==> src/rtl/excpt_sched_pkg.sv <==
// rtl/excpt_sched_pkg.sv - exception-type codes, exccodes, state encoding and decode helper
package excpt_sched_pkg;

    localparam logic [31:0] ZERO_WORD   = 32'h0000_0000;

    localparam logic [31:0] EXC_INT     = 32'h0000_0001;
    localparam logic [31:0] EXC_SYSCALL = 32'h0000_0008;
    localparam logic [31:0] EXC_ERET    = 32'h0000_000e;

    localparam logic [4:0]  EXCCODE_INT = 5'h00;
    localparam logic [4:0]  EXCCODE_SYS = 5'h08;
    localparam logic [4:0]  EXCCODE_RI  = 5'h0a;

    typedef enum logic [1:0] {
        ST_IDLE  = 2'd0,
        ST_DRAIN = 2'd1,
        ST_FLUSH = 2'd2,
        ST_HOLD  = 2'd3
    } state_t;

    typedef struct packed {
        logic [31:0] tgt;
        logic [4:0]  code;
        logic        eret;
    } dec_t;

    // A zero excptype only reaches decode when the internal irq is the
    // requester, so it shares the interrupt vector with EXC_INT.
    function automatic dec_t decode(input logic [31:0] excptype,
                                    input logic [31:0] epc,
                                    input logic [31:0] vec_exc,
                                    input logic [31:0] vec_int);
        dec_t d;
        d.tgt  = vec_exc;
        d.code = EXCCODE_RI;
        d.eret = 1'b0;
        case (excptype)
            EXC_SYSCALL: begin
                d.code = EXCCODE_SYS;
            end
            EXC_ERET: begin
                d.tgt  = epc;
                d.code = EXCCODE_INT;
                d.eret = 1'b1;
            end
            EXC_INT, ZERO_WORD: begin
                d.tgt  = vec_int;
                d.code = EXCCODE_INT;
            end
            default: ;
        endcase
        return d;
    endfunction

endpackage

==> src/rtl/excpt_sched.sv <==
// rtl/excpt_sched.sv - registered exception/interrupt sequencer with drain, flush and hold window
//
// Ports:
//   clk, rst            clock, asynchronous active-high reset
//   excptype, epc       MEM-stage exception type and its PC (saved EPC for eret)
//   int_req, ie, exl, im  interrupt lines and CP0 Status fields
//   stall_req           memory busy; flush is held off while high
//   flush, pc_we, ejpc  one-cycle pipeline flush and PC redirect
//   epc_we, epc_out     CP0 EPC write strobe and data
//   cause_we, exccode   CP0 Cause.ExcCode write strobe and data
//   exl_set, exl_clr    Status.EXL set/clear strobes
//   busy                sequence in progress; stalls IF/ID
module excpt_sched
    import excpt_sched_pkg::*;
#(
    parameter int unsigned HOLD_CYC = 2,
    parameter logic [31:0] VEC_EXC  = 32'h0000_0040,
    parameter logic [31:0] VEC_INT  = 32'h0000_0050
) (
    input  logic        clk,
    input  logic        rst,
    input  logic [31:0] excptype,
    input  logic [31:0] epc,
    input  logic [5:0]  int_req,
    input  logic        ie,
    input  logic        exl,
    input  logic [5:0]  im,
    input  logic        stall_req,
    output logic        flush,
    output logic        pc_we,
    output logic [31:0] ejpc,
    output logic        epc_we,
    output logic [31:0] epc_out,
    output logic        cause_we,
    output logic [4:0]  exccode,
    output logic        exl_set,
    output logic        exl_clr,
    output logic        busy
);

    localparam logic [3:0] HOLD_LOAD = 4'(HOLD_CYC);

    state_t     state;
    state_t     state_nxt;
    logic [3:0] hold_cnt;
    logic       eret_q;
    logic       irq;
    logic       req;
    logic       capture;
    logic       go_flush;
    logic       cur_eret;
    dec_t       dec;

    assign irq      = (|(int_req & im)) & ie & ~exl;
    assign req      = (excptype != ZERO_WORD) | irq;
    assign dec      = decode(excptype, epc, VEC_EXC, VEC_INT);
    assign capture  = (state == ST_IDLE) & req;
    assign go_flush = (state_nxt == ST_FLUSH);
    // When flushing straight out of IDLE the class has not been latched yet.
    assign cur_eret = (state == ST_IDLE) ? dec.eret : eret_q;

    always_ff @(posedge clk or posedge rst) begin
        if (rst) begin
            state <= ST_IDLE;
        end else begin
            state <= state_nxt;
        end
    end

    always_comb begin
        state_nxt = state;
        case (state)
            ST_IDLE:  if (req) state_nxt = stall_req ? ST_DRAIN : ST_FLUSH;
            ST_DRAIN: if (!stall_req) state_nxt = ST_FLUSH;
            ST_FLUSH: state_nxt = ST_HOLD;
            ST_HOLD:  if (hold_cnt == 4'd1) state_nxt = ST_IDLE;
            default:  state_nxt = ST_IDLE;
        endcase
    end

    always_ff @(posedge clk or posedge rst) begin
        if (rst) begin
            flush    <= 1'b0;
            pc_we    <= 1'b0;
            epc_we   <= 1'b0;
            cause_we <= 1'b0;
            exl_set  <= 1'b0;
            exl_clr  <= 1'b0;
            busy     <= 1'b0;
            ejpc     <= ZERO_WORD;
            epc_out  <= ZERO_WORD;
            exccode  <= 5'd0;
            eret_q   <= 1'b0;
            hold_cnt <= 4'd0;
        end else begin
            flush    <= go_flush;
            pc_we    <= go_flush;
            epc_we   <= go_flush & ~cur_eret;
            cause_we <= go_flush & ~cur_eret;
            exl_set  <= go_flush & ~cur_eret;
            exl_clr  <= go_flush & cur_eret;
            busy     <= (state_nxt != ST_IDLE);

            if (capture) begin
                ejpc    <= dec.tgt;
                exccode <= dec.code;
                eret_q  <= dec.eret;
                epc_out <= epc;
            end

            if (state == ST_FLUSH) begin
                hold_cnt <= HOLD_LOAD;
            end else if (state == ST_HOLD) begin
                hold_cnt <= hold_cnt - 4'd1;
            end
        end
    end

endmodule

==> config.mk <==
export PLATFORM = sky130hd
export DESIGN_NAME = excpt_sched
export DESIGN_NICKNAME = d
export VERILOG_FILES = /design/src/rtl/excpt_sched_pkg.sv /design/src/rtl/excpt_sched.sv
export SDC_FILE = /design/constraint.sdc
export NUM_CORES = 1
export LEC_CHECK = 0
export CAP_MARGIN = 20
export CORE_ASPECT_RATIO = 1.4
export CORE_MARGIN = 5
export CORE_UTILIZATION = 30
export CTS_CLUSTER_DIAMETER = 100
export DETAILED_ROUTE_END_ITERATION = 16
export PLACE_DENSITY_LB_ADDON = 0.3
export SETUP_SLACK_MARGIN = 0.05
export SYNTH_ARGS = -nofsm -noshare
export SYNTH_HDL_FRONTEND = slang
export SYNTH_SLANG_ARGS = --single-unit
==> constraint.sdc <==
create_clock -name clk -period 4.02 [get_ports clk]
set_input_delay 1.206 -clock clk [delete_from_list [all_inputs] [get_ports clk]]
set_output_delay 1.206 -clock clk [all_outputs]
set_load 0.05 [all_outputs]
==> results.md <==
- Post-route worst hold slack: 0.475 ns
- Total congestion overflow after global routing: 0
- Max-capacitance violation count: 0
- Cell area after technology mapping: 3270 sq um
- Final setup violation count: 0
- Sequential share of the synthesized area: 58.9%
- Syn Inst Count: 295
- Std-Cell Rows: 45
- Final worst clock skew: 0.00583 ns
- Critical-path top delay cell: o41ai_4
- Die Outline Area: 13,100 sq um
- Ratio of routed vias to standard cells: 4.52
- Clock root buffer: clkbuf_16
- Cts bufs inserted: 9
- Number of detailed-route iterations in the first pass: 4
- Share of final-layout standard cells stronger than drive strength 1: 6.47%
- Iter 0 DRT Violations: 55
- Endpoint arrival time on the critical path: 3.41 ns
- Internal power component: 2.17 mW
- H-tree level count: 3
- Switching Share: 39.9%
- Static Leakage: 2.13 nW
- Cells after DPL: 574
- Number of buffers inserted by post-CTS setup repair: 0
- Endpoints failing hold: 0
- Deepest clock path buffer count: 2
- Via count: 2,662
- Overall global routing resource usage: 13.5%
- X dimension of the die: 98.3 um
- Starting density of the core: 30.4%
- Post-route core utilization: 48.9%
- Detailed placer's ending HPWL: 6650 um
- Hold WC Path Type: reg -> reg
- Design Area, Final: 5260 sq um
- PortBufs: 153
- Result of the run: finished clean
- Switch Pwr: 1.44 mW
- Final GP Congestion: 0.818
- Power share of the clock group: 25.1%
- Fin crit period: 3.21 ns
- Clock tree sinks: 77
- Overall routed net length: 8640 um
- I/O pin count: 157
- Most common cell after layout, fill and taps aside: clkdlybuf4s50_1
- Number of filler cells placed in the layout: 999
- DRC Markers: 0
- Diodes inserted: 0
- Largest net degree at the start of global routing: 79
- Global-route wire length before repair: 14,200 um
- F_max: 0.312 GHz
- First element of the critical path: excptype[6]
- Skew-Pair Late Insertion Delay: 0.32 ns
- Core Box Area: 10,800 sq um
- Antenna violations before repair: 0
- CTS tree: built
- Via count of the first global-routing pass: 2,786
- Leading cell types in the layout, fill and taps excluded: 153 x clkdlybuf4s50_1, 77 x dfrtp_1, 68 x nand2_1, 34 x o21ai_0, 30 x mux2_1
- Slew at the pin closest to its max-slew limit: 0.709 ns
- Peak supply drop: 0.375 mV
- Wire length per cell after detailed routing: 14.7 um
- Area after DPL: 4920 sq um
- Worst slew margin: 52.7%
- Startpoint types: primary input
- Setup repair after global routing missed its margin: false
- Yosys cell types: 33
- Area growth from synthesis to final layout: 60.6%
- Start-to-end type of the worst setup path: in -> reg
- Cells along the critical path: clkdlybuf4s50_1 > nor4_2 > nand4_2 > o41ai_4 > buf_12 > mux2_2
- Power share of the sequential group: 31.3%
- Number of antenna-violating nets in the routed design: 0
- Critical path capture point type: flop
- Number of resized instances in the post-cts repair step: 0
- Die Span Y: 134 um
- Count of hold buffers inserted by post-cts repair: 0
- Net count of the finished layout: 527
- Syn avg cell area: 11.1 sq um
- Flop and latch count out of synthesis: 77
- Setup TNS: 0 ns
- Largest stage delay on the critical path: 0.47 ns
- Final Max Tran Viols: 0
- Startpoint of the lowest-slack register-to-register path: state[1]$_DFF_PP0_
- Highest fanout seen on the critical path: 78
- CP Data Required Time: 4.22 ns
- Post-CTS clock slew at the launch and capture registers of the worst setup and hold paths: 0.06 ns
- Share of the cycle needed by the critical path after routing: 79.8%
- Count of non-filler cells in the finished layout: 589
- Combinational share of power: 43.6%
- Power per cell area: 685 nW/um^2
- Yosys warnings: 0
- HP Start: ejpc[22]$_DFFE_PP0P_
[state kept, by name (all words and copies together) (netlist names)]
name,flops
busy,1
ejpc,32
epc_out,32
eret_q,1
exccode,2
exl_clr,1
exl_set,1
hold_cnt,4
pc_we,1
state,2
[synthesized netlist by cell type]
| cell | number | area, sq um |
|---|---|---|
| nand2_1 | 68 | 255 |
| a31oi_1 | 2 | 12.5 |
| mux2_2 | 2 | 22.5 |
| o22ai_1 | 1 | 6.26 |
| o21ai_0 | 34 | 170 |
| mux2_1 | 30 | 338 |
| o21ai_1 | 5 | 25.0 |
| ha_1 | 2 | 25.0 |
| nand4_2 | 1 | 12.5 |
| nor2_1 | 7 | 26.3 |
| a22oi_1 | 3 | 22.5 |
| nand4b_1 | 1 | 8.76 |
| a22o_1 | 1 | 8.76 |
| o41ai_2 | 1 | 16.3 |
| nor4_1 | 4 | 25.0 |
| nor4_2 | 4 | 50.1 |
| buf_2 | 6 | 30.0 |
| nor4_4 | 1 | 21.3 |
| nor3_1 | 5 | 25.0 |
| o21a_1 | 1 | 7.51 |
| a21oi_1 | 2 | 10.0 |
| buf_6 | 3 | 33.8 |
| nand4_1 | 2 | 12.5 |
| clkbuf_1 | 5 | 18.8 |
| conb_1 | 1 | 3.75 |
| or4_1 | 3 | 22.5 |
| nand3_1 | 4 | 20.0 |
| a311oi_1 | 1 | 8.76 |
| dfrtp_1 | 77 | 1930 |
| inv_1 | 8 | 30.0 |
| buf_4 | 7 | 52.6 |
| o31ai_1 | 2 | 15.0 |
| mux2i_1 | 1 | 10.0 |
[cell type report]
class	count	area [sq um]	share of cell area (%)
Sequential cell	77	1930	36.6
Tap cell	141	176	3.36
Multi-Input combinational cell	191	1200	22.8
Timing Repair Buffer	157	1590	30.2
Inverter	8	31.3	0.595
Clock inverter	6	111	2.12
Clock buffer	9	225	4.28
[worst max-delay path, delay by kind of cell]
family | cells | cell delay [ns]
AOI/OAI and AO/OA | 1 | 0.47
buffers and inverters | 2 | 0.73
muxes | 1 | 0.37
and+or+nand+nor | 2 | 0.59
[worst paths after layout]
path                                            to  slack, ns  depth (start not counted)
max in group asynchronous     ejpc[18]$_DFFE_PP0P_       2.08                          3
min                           ejpc[22]$_DFFE_PP0P_       0.48                          2
min reg2reg                   ejpc[22]$_DFFE_PP0P_       0.48                          2
max                        epc_out[31]$_DFFE_PP0P_       0.81                          6
min in group asynchronous  epc_out[30]$_DFFE_PP0P_       1.30                          2
max reg2reg                epc_out[31]$_DFFE_PP0P_       2.27                          4
[metal layers]
metal,global-route usage [%],vias up,wire length [um]
met5,0,-,0
met3,3.98,9,528
met4,4.78,0,132
li1,-,1309,-
met2,24.0,80,4700
met1,15.1,1264,3280
[kinds of logic after synthesis]
family | after synthesis | synth area share (%)
adder cells (fa/ha/maj) | 2 | 0.764
other | 1 | 0.115
AND/OR/NAND/NOR | 100 | 14.6
flip-flops | 77 | 58.9
AO/OA/AOI/OAI | 53 | 9.25
multiplexers | 33 | 11.3
buffers and inverters | 29 | 5.05
[power groups by stage]
| stage | logic [mW] | clock network, mW | registers (mW) |
|---|---|---|---|
| after floorplan | 0.380 | 0 | 1.78 |
| after global placement | 1.58 | 0 | 1.13 |
| after detailed placement | 1.59 | 0 | 1.14 |
| after CTS | 1.59 | 0.929 | 1.13 |
| after global routing | 1.66 | 0.963 | 1.16 |
| final | 1.57 | 0.903 | 1.13 |
[stage by stage]
stage          setup slack, ns  power [mW]
2_1_floorplan            0.847        2.16
3_3_place_gp             0.509        2.71
3_5_place_dp             0.470        2.73
4_1_cts                  0.819        3.65
5_1_grt                  0.612        3.78
6_report                 0.812        3.60
Note: power is estimated with default switching activity, not from simulation.
